File: config.mk
export PLATFORM = sky130hd
export DESIGN_NAME = fir_sequencer
export DESIGN_NICKNAME = d
export VERILOG_FILES = /design/src/rtl/fir_sequencer.sv
export SDC_FILE = /design/constraint.sdc
export NUM_CORES = 1
export LEC_CHECK = 0
export ABC_AREA = 0
export CELL_PAD_IN_SITES_DETAIL_PLACEMENT = 1
export CELL_PAD_IN_SITES_GLOBAL_PLACEMENT = 2
export CORE_MARGIN = 8
export CORE_UTILIZATION = 38
export DETAILED_ROUTE_END_ITERATION = 8
export GPL_TIMING_DRIVEN = 0
export PLACE_DENSITY = 0.79
export SKIP_CTS_REPAIR_TIMING = 1
export SYNTH_ARGS = -nofsm -noshare
export SYNTH_HDL_FRONTEND = slang
export SYNTH_SLANG_ARGS = --single-unit
File: constraint.sdc
create_clock -name i_clk -period 4.2 [get_ports i_clk]
set_clock_uncertainty 0.05 [all_clocks]
set_input_delay 0.84 -clock i_clk [delete_from_list [all_inputs] [get_ports i_clk]]
set_output_delay 0.84 -clock i_clk [all_outputs]
set_load 0.005 [all_outputs]
File: src/rtl/fir_sequencer.sv
// Burst sequencer in front of an external FIR. It feeds the input samples, then
// zero-flushes the tap line, and returns results through a credit-guarded FIFO.
//
// state | meaning
// ------+---------------------------------------------------------------
// IDLE  | waiting for i_start; a zero-length start only pulses o_done
// FEED  | passing len input samples to the FIR, one ce per transfer
// FLUSH | issuing TAPS-1 zero samples so every input reaches all taps
// DRAIN | waiting until all results are out of the pipe and accepted
module fir_sequencer #(
  parameter int TAPS    = 8,
  parameter int FIR_LAT = 1,
  parameter int DEPTH   = 4,
  parameter int LEN_W   = 16
) (
  input  logic                i_clk,
  input  logic                i_rst,
  input  logic                i_start,
  input  logic [LEN_W-1:0]    i_len,
  output logic                o_busy,
  input  logic                i_s_valid,
  input  logic signed [11:0]  i_s_data,
  output logic                o_s_ready,
  output logic                o_fir_ce,
  output logic signed [11:0]  o_fir_sample,
  input  logic signed [30:0]  i_fir_result,
  input  logic                i_fir_valid,
  output logic                o_r_valid,
  output logic signed [30:0]  o_r_data,
  output logic                o_r_last,
  input  logic                i_r_ready,
  output logic                o_done,
  output logic                o_err
);

  localparam int AW = (DEPTH > 1) ? $clog2(DEPTH) : 1;
  // occupancy width leaves room for fifo_count + inflight without overflow
  localparam int CW = $clog2(DEPTH + 1) + 1;
  localparam int FW = (TAPS > 2) ? $clog2(TAPS - 1) : 1;
  localparam int RW = LEN_W + 1;

  typedef enum logic [1:0] {IDLE, FEED, FLUSH, DRAIN} state_t;

  state_t                    state_q, state_d;
  logic                      done_q, done_d;
  logic [LEN_W-1:0]          len_q;
  logic [LEN_W-1:0]          feed_cnt_q;
  logic [FW-1:0]             flush_cnt_q;
  logic [RW-1:0]             out_cnt_q;
  logic [RW-1:0]             total;
  logic [FIR_LAT-1:0]        ce_pipe_q;
  logic                      delayed;
  logic [CW-1:0]             inflight;
  logic                      credit_ok;
  logic                      xfer;
  logic                      flush_ce;
  logic                      ce;
  logic                      push;
  logic                      pop;
  logic                      mismatch;
  logic                      err_q;
  logic                      accept_start;

  logic signed [30:0]        mem_q [DEPTH];
  logic [AW-1:0]             wr_ptr_q, rd_ptr_q;
  logic [CW-1:0]             count_q;

  function automatic logic [AW-1:0] ptr_inc(input logic [AW-1:0] p);
    return (p == AW'(DEPTH - 1)) ? '0 : p + 1'b1;
  endfunction

  assign total    = {1'b0, len_q} + RW'(TAPS - 1);
  assign delayed  = ce_pipe_q[FIR_LAT-1];
  assign push     = delayed;
  assign pop      = o_r_valid && i_r_ready;
  assign mismatch = delayed != i_fir_valid;

  always_comb begin
    inflight = '0;
    for (int i = 0; i < FIR_LAT; i++) begin
      inflight = inflight + CW'(ce_pipe_q[i]);
    end
  end

  // results already queued plus those still inside the FIR must fit the FIFO
  assign credit_ok    = (count_q + inflight) < CW'(DEPTH);
  assign xfer         = (state_q == FEED) && i_s_valid && credit_ok;
  assign flush_ce     = (state_q == FLUSH) && credit_ok;
  assign ce           = xfer || flush_ce;
  assign accept_start = (state_q == IDLE) && i_start && (i_len != '0);

  always_ff @(posedge i_clk or posedge i_rst) begin
    if (i_rst) begin
      state_q <= IDLE;
      done_q  <= 1'b0;
    end else begin
      state_q <= state_d;
      done_q  <= done_d;
    end
  end

  always_comb begin
    state_d      = state_q;
    done_d       = 1'b0;
    o_s_ready    = 1'b0;
    o_fir_ce     = ce;
    o_fir_sample = '0;
    case (state_q)
      IDLE: begin
        if (i_start) begin
          if (i_len != '0) state_d = FEED;
          else             done_d  = 1'b1;
        end
      end
      FEED: begin
        o_s_ready = credit_ok;
        if (xfer) begin
          o_fir_sample = i_s_data;
          if (feed_cnt_q == len_q - LEN_W'(1)) begin
            state_d = (TAPS == 1) ? DRAIN : FLUSH;
          end
        end
      end
      FLUSH: begin
        if (flush_ce && (flush_cnt_q == FW'(TAPS - 2))) state_d = DRAIN;
      end
      DRAIN: begin
        if ((count_q == '0) && (inflight == '0) && (out_cnt_q == total)) begin
          state_d = IDLE;
          done_d  = 1'b1;
        end
      end
      default: state_d = IDLE;
    endcase
  end

  always_ff @(posedge i_clk or posedge i_rst) begin
    if (i_rst) begin
      len_q       <= '0;
      feed_cnt_q  <= '0;
      flush_cnt_q <= '0;
      out_cnt_q   <= '0;
      ce_pipe_q   <= '0;
      err_q       <= 1'b0;
      wr_ptr_q    <= '0;
      rd_ptr_q    <= '0;
      count_q     <= '0;
    end else begin
      if (accept_start) begin
        len_q       <= i_len;
        feed_cnt_q  <= '0;
        flush_cnt_q <= '0;
        out_cnt_q   <= '0;
      end else begin
        if (xfer)     feed_cnt_q  <= feed_cnt_q + 1'b1;
        if (flush_ce) flush_cnt_q <= flush_cnt_q + 1'b1;
        if (pop)      out_cnt_q   <= out_cnt_q + 1'b1;
      end
      ce_pipe_q <= (ce_pipe_q << 1) | FIR_LAT'(ce);
      if (mismatch) err_q <= 1'b1;
      if (push) wr_ptr_q <= ptr_inc(wr_ptr_q);
      if (pop)  rd_ptr_q <= ptr_inc(rd_ptr_q);
      case ({push, pop})
        2'b10:   count_q <= count_q + 1'b1;
        2'b01:   count_q <= count_q - 1'b1;
        default: count_q <= count_q;
      endcase
    end
  end

  // storage needs no reset: the read port is gated by o_r_valid
  always_ff @(posedge i_clk) begin
    if (push) mem_q[wr_ptr_q] <= i_fir_result;
  end

  assign o_busy    = state_q != IDLE;
  assign o_done    = done_q;
  assign o_err     = err_q || mismatch;
  assign o_r_valid = count_q != '0;
  assign o_r_data  = o_r_valid ? mem_q[rd_ptr_q] : '0;
  assign o_r_last  = o_r_valid && (out_cnt_q == total - RW'(1));

endmodule
==> results.toml <==
[clock_network]
cts_sinks = 189
numCtsBuffers = 17
clk_pin_slew_ns = 0.08
clock_latency_ns = 0.44
root_buffer = "clkbuf_16"
ctsHtreeMaxLevel = 4
clk_path_buf_depth = 2
cts_tree = "built"

[sta]
tightest_slew_ns = 0.908
period_minus_slack_ns = 4.09
setup_viol = 0
slew_violations = 0
slew_headroom_pct = 39.4
fmax_mhz = 244
rsz0062_at_grt = "true"
whs_ns = 0.412
min_period_over_period_pct = 97.4
hold_viol = 0

[setup_path]
path_class = "reg -> out"
startpoint_type = "flop"
cp.arrival_ns = 3.20
worst_setup_path_end_kind = "output port"
crit_fanout = 7
worstPathRequired_ns = 3.31

[place]
hpwl_um = 17500
numPortBuffers = 114
dp.cells = 1223
gp_congestion = 0.772

[yosys]
yosys.area.top_type = "edfxtp_1"
synth_enable_flop_cells = 124
synthCells = 779
synth_seq_cells = 189
synth_top_area_share_pct = 38.5
synth_top_flop_cell = "edfxtp_1"
syn_area_um2 = 9670
yosysSeqAreaShare_pct = 55.3
syn_avg_cell_area_um2 = 12.4
synthesis.nets = 865
async_reset_ff_share_pct = 34.4
yosys_warnings = 0
synth_area_leaders = "edfxtp_1, dfrtp_1, mux4_2, xnor2_1, xor2_1"
synth_cell_type_count = 66

[finish]
antenna_cells = 0
nFillCells = 2630
ff_latch_area_um2 = 5350
multi_input_area_um2 = 4230
finalNonFillerCells = 1271
drive_gt1_share_pct = 16.7
area_growth_pct = 26.5
nNetsFinal = 1014

[detailed_routing]
wl_per_cell_um = 19.4
wl_met1_um = 11200
remaining_drc_errors = 0
final_antenna_net_count = 0
via_per_inst = 5.22
drt-total-wl_um = 24600
wl_met3_um = 972
drtPass1Iterations = 5
drtIter0Drc = 337
wl_met2_um = 12200
vias = 6638
top_layer_used = "met4"

[grt]
grt_pass1_wl_um = 39300
track_usage_pct = 16.1
antenna_found_initial = 0
overflow = 0
grt_pass1_vias = 7093
grt_max_degree = 66

[power_and_ir_drop]
p_leak_uw = 0.00438
peakVddDrop_uv = 297
finalPower_uw = 7980
power_density_nw_per_um2 = 652

[floorplanning]
row_count = 58
die_h_um = 176
start_util_pct = 38.5
core_area_um2 = 25100
ios = 115
dieArea_um2 = 30800
die_x_um = 176

[min_path]
min_path_type = "reg -> reg"

[run_status]
status = "finished clean"

[flow_run]
drv_cap = 0
-- final timing paths --
kind                       startpoint             end  slack (ns)  cells after the start
max                          len_q[2]        o_r_last        0.11                     13
min                             err_q           err_q        0.41                      1
max reg2reg                  len_q[0]      state_q[1]        0.67                     11
min reg2reg                     err_q           err_q        0.41                      1
max in group asynchronous       i_rst        len_q[2]        2.62                      2
min in group asynchronous       i_rst  flush_cnt_q[1]        0.89                      2
-- through the flow --
| step | TNS (ns) | worst slack (ns) | cell area [um^2] | utilization [%] |
|---|---|---|---|---|
| 2_1_floorplan | 0 | 0.571 | 9670 | - |
| 3_3_place_gp | -0.901 | -0.901 | 11200 | 44.7 |
| 3_5_place_dp | -0.970 | -0.970 | 11200 | 44.7 |
| 4_1_cts | -1.46 | -1.46 | 11900 | 47.3 |
| 5_1_grt | -0.0805 | -0.0805 | 12200 | 48.7 |
| 6_report | 0 | 0.110 | 12200 | 48.7 |
-- power by group --
group          total (uW)  internal [uW]  switching (uW)
sequential           2510           2310             194
combinational        3740           1800            1940
clock                1740            848             887
-- kinds of logic (layout without fill, tap and decap cells) --
| logic type | Yosys count | in the layout | share of synthesized area [%] |
|---|---|---|---|
| adder cells (fa/ha/maj) | 21 | 21 | 2.79 |
| AND/OR/NAND/NOR | 275 | 275 | 15.4 |
| flip-flops | 189 | 189 | 55.3 |
| buffers and inverters | 73 | 235 | 3.13 |
| AO/OA/AOI/OAI | 82 | 82 | 5.65 |
| multiplexers | 49 | 49 | 9.26 |
| XOR/XNOR | 90 | 90 | 8.43 |
-- layout by cell type, fill, tap and decap left out, types with 21 or more instances in the layout --
cell type and n:
buf_4 21, xor2_1 37, clkbuf_1 22, mux4_2 31, dfrtp_1 64, and2_1 45
nand2_1 54, edfxtp_1 124, nor2_1 59, clkdlybuf4s50_1 113, xnor2_1 47, inv_1 23
-- flip-flops by register name (all words and copies together), names as in the netlist, 2 cells and up --
name and flops:
count_q 4, feed_cnt_q 16, flush_cnt_q 3, len_q 16, mem_q 124, out_cnt_q 17
rd_ptr_q 2, state_q 2, wr_ptr_q 2
-- cells in the mapped netlist (3+ instances only) --
master	count
ha_1	20
a21o_1	4
a21oi_1	16
clkbuf_1	23
or2_2	3
nor2b_1	4
and2_1	49
mux2i_1	4
buf_4	4
buf_1	9
inv_1	26
mux4_2	31
nand2_1	54
nor4_1	14
xor2_1	37
nor4b_1	5
xnor2_1	51
a31oi_1	8
and3_1	3
nand2b_1	6
nand3_1	15
nor3_1	14
nand4_1	19
nor2_1	61
a211oi_1	3
buf_2	11
mux2_2	13
or3_1	10
nand3b_1	3
edfxtp_1	124
o21ai_0	20
o211ai_1	5
dfrtp_1	65
or4_1	3
-- area by class of cell --
class	instances	area share (%)
Inverter	26	0.839
Timing Repair Buffer	130	10.3
Clock inverter	15	1.85
Sequential cell	189	43.8
Tap cell	330	3.38
Multi-Input combinational cell	517	34.6
Buffer	47	1.88
Clock buffer	17	3.48
-- metal layers --
metal  GRT usage [%]  vias up
li1                -     3134
met3            3.33       21
met2            26.8      115
met4            4.77        0
met1            20.9     3368
met5               0        -
-- worst max-delay path, cell delays in order, from the launching register on --
cell	delay (ns)
dfrtp_2	0.45
inv_1	0.10
ha_2	0.19
nor2b_2	0.15
buf_6	0.17
nor3_4	0.05
buf_4	0.16
mux2i_1	0.13
o22ai_2	0.27
nor4b_4	0.27
nor4b_2	0.23
a31oi_1	0.09
a221oi_2	0.34
buf_2	0.16
Note: power is estimated with default switching activity, not from simulation.
